--- src/rtl/decode_rom_seq.sv ---
// ---------------------------------------------------------------------------
// decode_rom_seq
//   Two-phase (fetch / execute) microcode sequencer. In FETCH the registered
//   control word is the constant FETCH_WORD. In EXECUTE it is looked up from a
//   2^(OPW+FLAGW)-entry table addressed by {opcode, flags}. Output is
//   registered, so ctrl reflects the inputs sampled at the previous enabled
//   edge.
//
//   Optional feature: define DECODE_WRITE_EN to compile in a table write port
//   (wr_en / wr_addr / wr_data). Entries not written read as zero.
//
// Ports
//   clk        in   clock, rising edge
//   reset      in   synchronous active-high reset (phase, ctrl, ctrl_valid)
//   en         in   advance enable; low holds all sequencer state
//   sync       in   force next phase to FETCH
//   opcode     in   [OPW-1:0]   instruction opcode
//   flags      in   [FLAGW-1:0] ALU flags {C,Z}
//   phase      out  0 = fetch, 1 = execute
//   ctrl       out  [CW-1:0]    registered control word
//   ctrl_valid out  ctrl holds a word produced since reset
//   wr_en      in   table write strobe            (DECODE_WRITE_EN only)
//   wr_addr    in   [AW-1:0] table write address  (DECODE_WRITE_EN only)
//   wr_data    in   [CW-1:0] table write data     (DECODE_WRITE_EN only)
// ---------------------------------------------------------------------------
module decode_rom_seq #(
    parameter int              OPW        = 4,
    parameter int              FLAGW      = 2,
    parameter int              CW         = 13,
    parameter logic [CW-1:0]   FETCH_WORD = 13'b1000000001000,
    parameter string           INIT_FILE  = "",
    localparam int             AW         = OPW + FLAGW
) (
    input  logic              clk,
    input  logic              reset,
    input  logic              en,
    input  logic              sync,
    input  logic [OPW-1:0]    opcode,
    input  logic [FLAGW-1:0]  flags,
`ifdef DECODE_WRITE_EN
    input  logic              wr_en,
    input  logic [AW-1:0]     wr_addr,
    input  logic [CW-1:0]     wr_data,
`endif
    output logic              phase,
    output logic [CW-1:0]     ctrl,
    output logic              ctrl_valid
);

    localparam int DEPTH = 1 << AW;

    typedef enum logic {
        FETCH = 1'b0,
        EXEC  = 1'b1
    } phase_e;

    phase_e          phase_q, phase_d;
    logic [CW-1:0]   ctrl_q, ctrl_d;
    logic            vld_q, vld_d;

    logic [CW-1:0]   table_q [0:DEPTH-1];
    logic [CW-1:0]   rd_word;

    // Memory image: clear everything so uncovered entries read as zero.
    initial begin
        for (int i = 0; i < DEPTH; i++) table_q[i] = '0;
    end

`ifdef DECODE_WRITE_EN
    // Write is independent of en but suppressed by reset. The lookup below is
    // an asynchronous read of the pre-edge contents, so a same-edge write and
    // read of one address returns the old entry.
    always_ff @(posedge clk) begin
        if (!reset && wr_en) table_q[wr_addr] <= wr_data;
    end
`endif

    assign rd_word = table_q[{opcode, flags}];

    always_comb begin
        phase_d = phase_q;
        ctrl_d  = ctrl_q;
        vld_d   = vld_q;
        if (en) begin
            // Lookup uses the current phase; sync only redirects the next one.
            ctrl_d  = (phase_q == FETCH) ? FETCH_WORD : rd_word;
            vld_d   = 1'b1;
            if (sync)                 phase_d = FETCH;
            else if (phase_q == FETCH) phase_d = EXEC;
            else                       phase_d = FETCH;
        end
    end

    always_ff @(posedge clk) begin
        if (reset) begin
            phase_q <= FETCH;
            ctrl_q  <= '0;
            vld_q   <= 1'b0;
        end else begin
            phase_q <= phase_d;
            ctrl_q  <= ctrl_d;
            vld_q   <= vld_d;
        end
    end

    assign phase      = phase_q;
    assign ctrl       = ctrl_q;
    assign ctrl_valid = vld_q;

endmodule

--- config.mk ---
export PLATFORM = sky130hd
export DESIGN_NAME = decode_rom_seq
export DESIGN_NICKNAME = d
export VERILOG_FILES = /design/src/rtl/decode_rom_seq.sv
export SDC_FILE = /design/constraint.sdc
export NUM_CORES = 1
export LEC_CHECK = 0
export ABC_AREA = 1
export BUFFER_PORTS_ARGS = -buffer_cell sky130_fd_sc_hd__buf_2
export CAP_MARGIN = 20
export CORE_AREA = 2 2 39 41
export CTS_BUF_LIST = sky130_fd_sc_hd__clkbuf_16
export CTS_CLUSTER_DIAMETER = 100
export DETAILED_ROUTE_END_ITERATION = 6
export DIE_AREA = 0 0 41 43
export HOLD_SLACK_MARGIN = 0.12
export PLACE_DENSITY = 0.47
export SLEW_MARGIN = 0
export SYNTH_ARGS = -nofsm -noshare
export SYNTH_HDL_FRONTEND = slang
export SYNTH_SLANG_ARGS = --single-unit
--- constraint.sdc ---
create_clock -name clk -period 1.06 [get_ports clk]
set_clock_uncertainty 0.15 [all_clocks]
set_input_delay 0.159 -clock clk [delete_from_list [all_inputs] [get_ports clk]]
set_output_delay 0.159 -clock clk [all_outputs]
set_load 0.02 [all_outputs]
# Word-level counts from Yosys, hierarchy flattened
# Cells that the tools add are included.
# classes
n_addsub	0
n_mul	0
div_mod_pow	0
magnitude_cmp	0
eq_ne	0
n_shift	0
n_mux	3
bitwise_logic	0
n_reduce_logical	0
# op_table
op	n
$mux 13	1
$mux 1	2
# totals
ff_bits	15
latchBits	0
ram_bits	0
mem_bits_ro	0
inputBits	10
output_inout_bits	15
word_cells	6
memories	0

# Depth between registers and ports, before layout
# Gate-level depths: netlist of run 1.
# logic_depth
depth_word	2
depth_mapped	3
depth_no_buf	3

# Worst setup path before layout of run 1
# No wires, ideal clock.
# synth_path
path_kind	register to output
start	register ctrl[3] (netlist name)
end	output port ctrl[12]
t_arrival_ns	0.616
t_required_ns	0.751
path_slack_ns	0.135
stages_incl_launch_ff	2
path_buffers	1
path_cell_list	dfxtp_1 -> buf_4
# synth_rtl
item	line_no	source
end, declared	46	output logic [CW-1:0] ctrl,

# Worst setup path after layout of run 1
# layout_path
start	register vld_q, in the netlist ctrl_valid
end	output port ctrl_valid
# layout_rtl
item	line_no	source
start, declared	59	logic vld_q, vld_d;
start signal, assigned	102	vld_q <= vld_d;
end, declared	47	output logic ctrl_valid
# No word-level cell between the ends.

==> results of run 1 <==
[cells by family after synthesis]
logic type | after synthesis
buf+inv | 14
simple gates | 7
flops | 3
compound gates | 2
other cells | 1
[timing repair]
item / CTS / global route
resized for setup: 1 / 2
endpoints found under the hold margin: 3 / 3
pin swaps: 0 / 2
setup endpoints to repair: 1 / 2
[state kept, by name (all words and copies together), names as in the netlist]
| register | flops |
|---|---|
| phase | 1 |
| ctrl | 1 |
| ctrl_valid | 1 |
[worst paths after layout]
path / start / endpoint / slack (ns) / cells past startpoint
setup reg to reg: phase$_SDFFE_PP0P_ / phase$_SDFFE_PP0P_ / 0.25 / 3
hold / removal: en / ctrl_valid$_SDFFE_PP0P_ / 0.06 / 3
hold reg to reg: ctrl[3]$_SDFFE_PP0P_ / ctrl[3]$_SDFFE_PP0P_ / 0.31 / 2
setup / recovery: ctrl_valid$_SDFFE_PP0P_ / ctrl_valid / 0.04 / 1
[routing by layer]
layer	share of wire (%)	up-vias	GRT usage [%]	routed length, um
met1	38	62	1.92	118
met4	5.1	0	8.00	16
met3	14	3	1.57	44
li1	-	78	-	-
met2	43	15	5.31	133
met5	0	-	0	0
[final cells by class]
cell class | count | share of cell area [%]
Tap cell | 16 | 6.48
Sequential cell | 3 | 19.8
Clock inverter | 1 | 1.21
Clock buffer | 3 | 24.3
Multi-Input combinational cell | 20 | 26.3
Inverter | 2 | 2.43
Timing Repair Buffer | 9 | 19.4
[power by group]
group	internal, mW	switching [mW]	total (mW)
clock	0.486	0.100	0.586
combinational	0.0233	0.0622	0.0855
sequential	0.122	0.00490	0.127
[Yosys cell counts]
| master | count | share of area (%) |
|---|---|---|
| buf_4 | 12 | 45 |
| nand2_1 | 4 | 7.5 |
| dfxtp_1 | 3 | 30 |
| nor2_1 | 3 | 5.6 |
| inv_1 | 2 | 3.7 |
| a21oi_1 | 1 | 2.5 |
| a21oi_2 | 1 | 4.3 |
| conb_1 | 1 | 1.9 |
==> metrics.md, run 1 <==
| Metric | Value |
|---|---|
| RSZ-0062 raised after global routing | false |
| Commonest non-fill, non-tap cells in the layout | conb_1 (11), buf_2 (6), nand2_1 (4) |
| CTS tree | built |
| RePlAce Congestion | 0.418 |
| Post-Synth XOR/XNOR Area | 0% |
| Post-DP HPWL | 218 um |
| # placed instances | 48 |
| Final WS setup | 0.0394 ns |
| WS Path Type | reg2out |
| Post-Syn Area | 201 um^2 |
| Setup violations, final | 0 |
| Setup slack at placement | 0.229 ns |
| Skew-Pair Late Insertion Delay | 0.22 ns |
| MaxCap Viol Count | 0 |
| Chip width | 41 um |
| Antenna viol nets, final | 0 |
| Slowest stage cell, crit path | dfxtp_1 |
| Hold-fix buffers, CTS | 2 |
| DRC viols | 0 |
| Final nets | 49 |
| Layout cells sized above 1 | 31.6% |
| Routed vias/inst | 2.93 |
| Critical path's top delay family | flip-flops |
| CP bufs+invs | 1 |
| CP Cell Sequence | buf_2 |
| Multi-input logic area | 81.3 um^2 |
| Clk sinks | 3 |
| Synth Area in Simple Gates | 13.0% |
| Starting Density | 14.6% |
| Placed cell area | 204 um^2 |
| Io pins | 25 |
| Initial antenna violation count | 0 |
| Post-route design area | 309 um^2 |
| Clock root buffer master | clkbuf_16 |
| Post-synthesis sequential area ratio | 29.8% |
| Cell Rows | 14 |
| FF+latch count, synth | 3 |
| Post-CTS setup buffers | 0 |
| Outcome | finished, final reports clean |
| Die footprint | 0.00176 mm^2 |
| Setup TNS | 0 ns |
| Total CTS buffers | 3 |
| WL/cell | 5.78 um |
| Startpoint class of the critical path | register |
| P per Cell Area | 2580 mW/mm^2 |
| Die height | 43 um |
| WP data required | 0.75 ns |
| Register area | 61.3 um^2 |
| Post-synth cell types | 8 |
| Final period utilization | 96.3% |
| IO buf count | 7 |
| Worst-path fanout max | 2 |
| Most common cell after layout, fill and taps aside | conb_1 |
| Pre-antenna DRT Iters | 1 |
| Critical Path AT | 0.71 ns |
| Core ar. | 0.00138 mm^2 |
| Global router's overall resource usage | 3.81% |
| Ant diodes | 0 |
| Leak | 0.174 nW |
| Post-synthesis mux area share | 0% |
| Layout fillers | 153 |
| Global-route wire length before repair | 372 um |
| Clock Pin Slew Worst Setup and Hold Paths | 0.03 ns |
| Worst hold slack | 0.0597 ns |
| Vias | 158 |
| H-tree levels | 1 |
| WL final | 312 um |
| Peak VDD IR | 447 uV |
| Util after Layout | 22.3% |
| Initial DRC count | 0 |
| Gr ovfl total | 0 |
| Worst path max stage delay | 0.32 ns |
| Tot Pwr | 0.799 mW |
| Largest family of logic cells by synthesized area | buffers and inverters |
| Fmax | 980 MHz |
| Final Hold Viols | 0 |
| Synth Area in Adders | 0% |
| Crit. End Element | output port |
| Hold Path Class | in2reg |
| Final min period | 1.02 ns |
| Syn Area/Cell | 7.46 um^2 |
| Vias in the first global route | 128 |
| P&R area growth vs syn | 53.4% |
| Max clock buf depth | 2 |
| Max-slew violations | 0 |
| Synth Area in Compound Gates | 6.83% |
| Largest net degree at the start of global routing | 5 |
| Ys Warns | 0 |
| Cells after synthesis | 27 |
| Finished Layout Cells | 54 |
Note: power is estimated with default switching activity, not from simulation.
==> run 2, diff against run 1 <==
--- a/config.mk
+++ b/config.mk
@@ -8,13 +8,14 @@
 export ABC_AREA = 1
 export BUFFER_PORTS_ARGS = -buffer_cell sky130_fd_sc_hd__buf_2
 export CAP_MARGIN = 20
-export CORE_AREA = 2 2 39 41
+export CELL_PAD_IN_SITES_DETAIL_PLACEMENT = 2
+export CELL_PAD_IN_SITES_GLOBAL_PLACEMENT = 2
+export CORE_UTILIZATION = 12
 export CTS_BUF_LIST = sky130_fd_sc_hd__clkbuf_16
 export CTS_CLUSTER_DIAMETER = 100
 export DETAILED_ROUTE_END_ITERATION = 6
-export DIE_AREA = 0 0 41 43
 export HOLD_SLACK_MARGIN = 0.12
-export PLACE_DENSITY = 0.47
+export PLACE_DENSITY = 0.73
 export SLEW_MARGIN = 0
 export SYNTH_ARGS = -nofsm -noshare
 export SYNTH_HDL_FRONTEND = slang
==> constraint.sdc (replaced) <==
create_clock -name clk -period 1 [get_ports clk]
set_clock_uncertainty 0.15 [all_clocks]
set_input_delay 0.15 -clock clk [delete_from_list [all_inputs] [get_ports clk]]
set_output_delay 0.15 -clock clk [all_outputs]
set_load 0.02 [all_outputs]
==> run 2 against run 1 <==
First-iteration DRC count rose by 4. Clock power rose by 6.7%. Sequential power grew 7%. Combinational power rose by 18%. Die area is 4.7% higher. Critical path depth is the same. Final area up 5.7%. Worst setup slack worse by 0.031 ns. Critical endpoint is now ctrl[3]. Highest routed layer is now met3.
==> metrics.md, run 2 (synthesis results as in run 1) <==
| Metric | Value |
|---|---|
| Ant diodes | 0 |
| Commonest non-fill, non-tap cells in the layout | conb_1 (11), nand2_1 (4), buf_6 (4) |
| Die footprint | 0.00185 mm^2 |
| Chip width | 43.0 um |
| Outcome | finished, final reports clean |
| WL/cell | 9.17 um |
| CTS tree | built |
| Antenna viol nets, final | 0 |
| Die height | 43.0 um |
| Max-slew violations | 0 |
| Most common cell after layout, fill and taps aside | conb_1 |
| Slowest stage cell, crit path | dfxtp_4 |
| Hold-fix buffers, CTS | 1 |
| Post-DP HPWL | 306 um |
| WL final | 486 um |
| Layout fillers | 184 |
| Clock share of power | 72.5% |
| Post-route design area | 327 um^2 |
| Initial DRC count | 4 |
| Final nets | 48 |
| Critical Path AT | 0.69 ns |
| Setup violations, final | 0 |
| Routed vias/inst | 3.00 |
| Gr ovfl total | 0 |
| Util after Layout | 21.2% |
| Switching Share | 21.5% |
| Startpoint class of the critical path | register |
| CP bufs+invs | 1 |
| P_int | 0.676 mW |
| RSZ-0062 raised after global routing | true |
| RePlAce Congestion | 0.571 |
| Pre-antenna DRT Iters | 2 |
| Skew-Pair Late Insertion Delay | 0.22 ns |
| Final min period | 0.991 ns |
| Critical path's top delay family | flip-flops |
| Max clock buf depth | 2 |
| Seq pwr share | 15.8% |
| DRC viols | 0 |
| Total CTS buffers | 3 |
| WP data required | 0.70 ns |
| Placed cell area | 204 um^2 |
| Layout cells sized above 1 | 37.8% |
| Global-route wire length before repair | 662 um |
| Largest net degree at the start of global routing | 5 |
| Final Hold Viols | 0 |
| CP Cell Sequence | buf_6 |
| P&R area growth vs syn | 62.1% |
| Final period utilization | 99.1% |
| H-tree levels | 1 |
| Io pins | 25 |
| IO buf count | 7 |
| Comb power frac | 11.7% |
| Core ar. | 0.00154 mm^2 |
| Global router's overall resource usage | 5.73% |
| Peak VDD IR | 512 uV |
| Cell Rows | 14 |
| MaxCap Viol Count | 0 |
| Worst path max stage delay | 0.34 ns |
| P per Cell Area | 2640 mW/mm^2 |
| Clk sinks | 3 |
| Vias in the first global route | 160 |
| Worst-path fanout max | 3 |
| Crit. End Element | output port |
| Initial antenna violation count | 0 |
| Leak | 0.168 nW |
| WS Path Type | reg2out |
| Clock root buffer master | clkbuf_16 |
| Clock Pin Slew Worst Setup and Hold Paths | 0.03 ns |
| Starting Density | 13.1% |
| Fmax | 1010 MHz |
| Net Switching | 0.186 mW |
| Hold Path Class | in2reg |
| Vias | 159 |
run 2: final cells by class:
type                       instances  area, um^2  share of cell area (%)
clock buffer                       3        75.1                    23.0
inverter                           2        7.51                    2.30
timing repair buffer               8        70.1                    21.5
sequential                         3        68.8                    21.1
clock inverter                     1        3.75                    1.15
tap                               16        20.0                    6.13
multi-input combinational         20        81.3                    24.9
run 2: path summary, 6_finish.rpt:
check,depth (start not counted),end,start,slack (ns)
setup / recovery,1,ctrl[3],ctrl[3]$_SDFFE_PP0P_,0.009
hold / removal,3,ctrl_valid$_SDFFE_PP0P_,en,0.05
setup reg to reg,3,phase$_SDFFE_PP0P_,phase$_SDFFE_PP0P_,0.14
hold reg to reg,2,ctrl_valid$_SDFFE_PP0P_,ctrl_valid$_SDFFE_PP0P_,0.33
run 2: layer usage:
| metal | up-vias | share of wire, % | global-route usage [%] |
|---|---|---|---|
| met5 | - | 0 | 0 |
| met2 | 9 | 58 | 8.48 |
| met3 | 0 | 9.7 | 4.26 |
| met1 | 74 | 32 | 4.08 |
| li1 | 76 | - | - |
| met4 | 0 | 0 | 7.27 |
run 2: power by group through the flow:
stage | registers [mW] | clock network [mW] | logic [mW]
2_1_floorplan | 0.145 | 0 | 0.0886
3_3_place_gp | 0.136 | 0 | 0.0825
3_5_place_dp | 0.136 | 0 | 0.0835
4_1_cts | 0.137 | 0.636 | 0.0946
5_1_grt | 0.138 | 0.647 | 0.108
6_report | 0.136 | 0.625 | 0.101
run 2: through the flow:
step                      total power, mW  hold WS, ns  setup slack [ns]  instances  TNS [ns]
after global routing                0.893       0.0644           -0.0118         53   -0.0289
after global placement              0.219        0.197             0.163         48         0
after floorplan                     0.234       0.0624            0.0836         37         0
after CTS                           0.868       0.0449          -0.00835         53   -0.0162
after detailed placement            0.220        0.206             0.164         48         0
final                               0.862       0.0476           0.00858         53         0
run 2: timing repair:
action	in CTS	in global routing
resized for setup	7	6
endpoints found under the setup margin	4	4
setup buffers	0	0
hold endpoints to repair	3	3
run 2: worst reg2reg max path: cells and delay by family (launching register included):
kind	cells	cell delay, ns
simple gates	2	0.17
compound gates	1	0.12
flops	1	0.34
==> run 3, diff against run 2 <==
--- a/config.mk
+++ b/config.mk
@@ -16,6 +16,7 @@
 export DETAILED_ROUTE_END_ITERATION = 6
 export HOLD_SLACK_MARGIN = 0.12
 export PLACE_DENSITY = 0.73
+export REMOVE_ABC_BUFFERS = 1
 export SLEW_MARGIN = 0
 export SYNTH_ARGS = -nofsm -noshare
 export SYNTH_HDL_FRONTEND = slang
==> run 3 against run 2 <==
Worst setup slack gained 0.011 ns. Largest cell class is now non-clock buffers. Clock-buffer cell count is the same. First-iteration DRC count fell by 100%.
==> metrics.md, run 3 (synthesis results as in run 1) <==
| Metric | Value |
|---|---|
| Worst-path fanout max | 3 |
| Slowest stage cell, crit path | dfxtp_2 |
| Clock Pin Slew Worst Setup and Hold Paths | 0.03 ns |
| Most common cell after layout, fill and taps aside | conb_1 |
| Ant diodes | 0 |
| Startpoint class of the critical path | register |
| Vias | 170 |
| Setup TNS | 0 ns |
| Vias in the first global route | 149 |
| Leak | 0.178 nW |
| Die footprint | 0.00185 mm^2 |
| Gr ovfl total | 0 |
| Tot Pwr | 0.863 mW |
| R2R depth | 4 |
| Outcome | finished, final reports clean |
| Final nets | 50 |
| Initial DRC count | 0 |
| Setup violations, final | 0 |
| Routed vias/inst | 3.09 |
| RR Endpoint | ctrl[3]$_SDFFE_PP0P_ |
| H-tree levels | 1 |
| P&R area growth vs syn | 67.1% |
| Core ar. | 0.00154 mm^2 |
| Final Hold Viols | 0 |
| Skew-Pair Late Insertion Delay | 0.22 ns |
| Chip width | 43.0 um |
| WP data required | 0.70 ns |
| Final min period | 0.980 ns |
| Hold-fix buffers, CTS | 1 |
| Largest net degree at the start of global routing | 5 |
| P per Cell Area | 2560 mW/mm^2 |
| WL/cell | 6.95 um |
| Global-route wire length before repair | 552 um |
| RSZ-0062 raised after global routing | false |
| Die height | 43.0 um |
| WS Path Type | reg2out |
| GR met3 Demand/Resource | 1.70% |
| Critical Path AT | 0.68 ns |
| Layout cells sized above 1 | 41.0% |
| Total CTS buffers | 3 |
| GR peak layer | met4 |
| Cell Rows | 14 |
| IO buf count | 7 |
| Crit. End Element | output port |
| Hold Path Class | in2reg |
| DRC viols | 0 |
| CP Cell Sequence | buf_6 |
| Met2 Use GR | 6.36% |
| Peak VDD IR | 1080 uV |
| Critical Path Stages | 1 |
| Antenna viol nets, final | 0 |
| Met1 Use GR | 3.83% |
| Worst hold slack | 0.0344 ns |
| MaxCap Viol Count | 0 |
| Max clock buf depth | 2 |
| Initial antenna violation count | 0 |
| Starting Density | 13.1% |
| WL final | 382 um |
| Clock root buffer master | clkbuf_16 |
| Fmax | 1020 MHz |
| Critical path's top delay family | flip-flops |
| Io pins | 25 |
| Pre-antenna DRT Iters | 1 |
| FF-to-FF Start | phase$_SDFFE_PP0P_ |
| Final period utilization | 98.0% |
| R2R setup slack | 0.09 ns |
| Worst setup endpoint | phase |
| Clk sinks | 3 |
| Max-slew violations | 0 |
| Post-DP HPWL | 271 um |
| Commonest non-fill, non-tap cells in the layout | conb_1 (11), nand2_1 (4), buf_6 (4) |
| RePlAce Congestion | 0.537 |
| CTS tree | built |
| CP bufs+invs | 1 |
| Worst path max stage delay | 0.34 ns |
| Worst setup path startpoint | phase$_SDFFE_PP0P_ |
| Global router's overall resource usage | 4.51% |
==> run 3: per-stage QoR <==
stage	util (%)	instances	setup WS [ns]	area, um^2
CTS	20.5	53	0.00718	317
global route	21.8	55	0.0000173	337
floorplan	-	25	0.0394	149
detailed placement	13.2	48	0.179	204
finish	21.8	55	0.0196	337
global placement	13.2	48	0.175	204
==> run 3: how the worst min path moves through the flow <==
stage / cells past startpoint / to / slack, ns / from
floorplan: 1 / phase$_SDFFE_PP0P_ / 0.06 / reset
global placement: 2 / phase$_SDFFE_PP0P_ / 0.20 / reset
detailed placement: 2 / phase$_SDFFE_PP0P_ / 0.20 / reset
CTS: 4 / phase$_SDFFE_PP0P_ / 0.04 / sync
global route: 3 / ctrl_valid$_SDFFE_PP0P_ / 0.06 / en
finish: 4 / phase$_SDFFE_PP0P_ / 0.03 / sync
==> run 3: repair_timing <==
item	CTS	global route
setup buffers	0	2
endpoints found under the setup margin	4	4
resized for setup	9	2
hold endpoints to repair	3	3
==> run 3: per-layer routing <==
metal / vias to the layer above / wire, um
li1: 81 / -
met1: 73 / 116
met2: 14 / 207
met3: 2 / 38
met4: 0 / 19
met5: - / 0
==> run 3: area by class of cell <==
type	instances	area, um^2
sequential	3	63.8
timing repair buffer	10	85.1
multi-input combinational	20	81.3
clock buffer	3	75.1
fill	187	1200
clock inverter	1	3.75
inverter	2	7.51
tap	16	20.0
==> run 3: power breakdown <==
part           switching (mW)  internal (mW)  total (mW)
registers             0.00726          0.131       0.138
clock network           0.104          0.515       0.619
logic                  0.0684         0.0383       0.107
total                   0.179          0.684       0.863
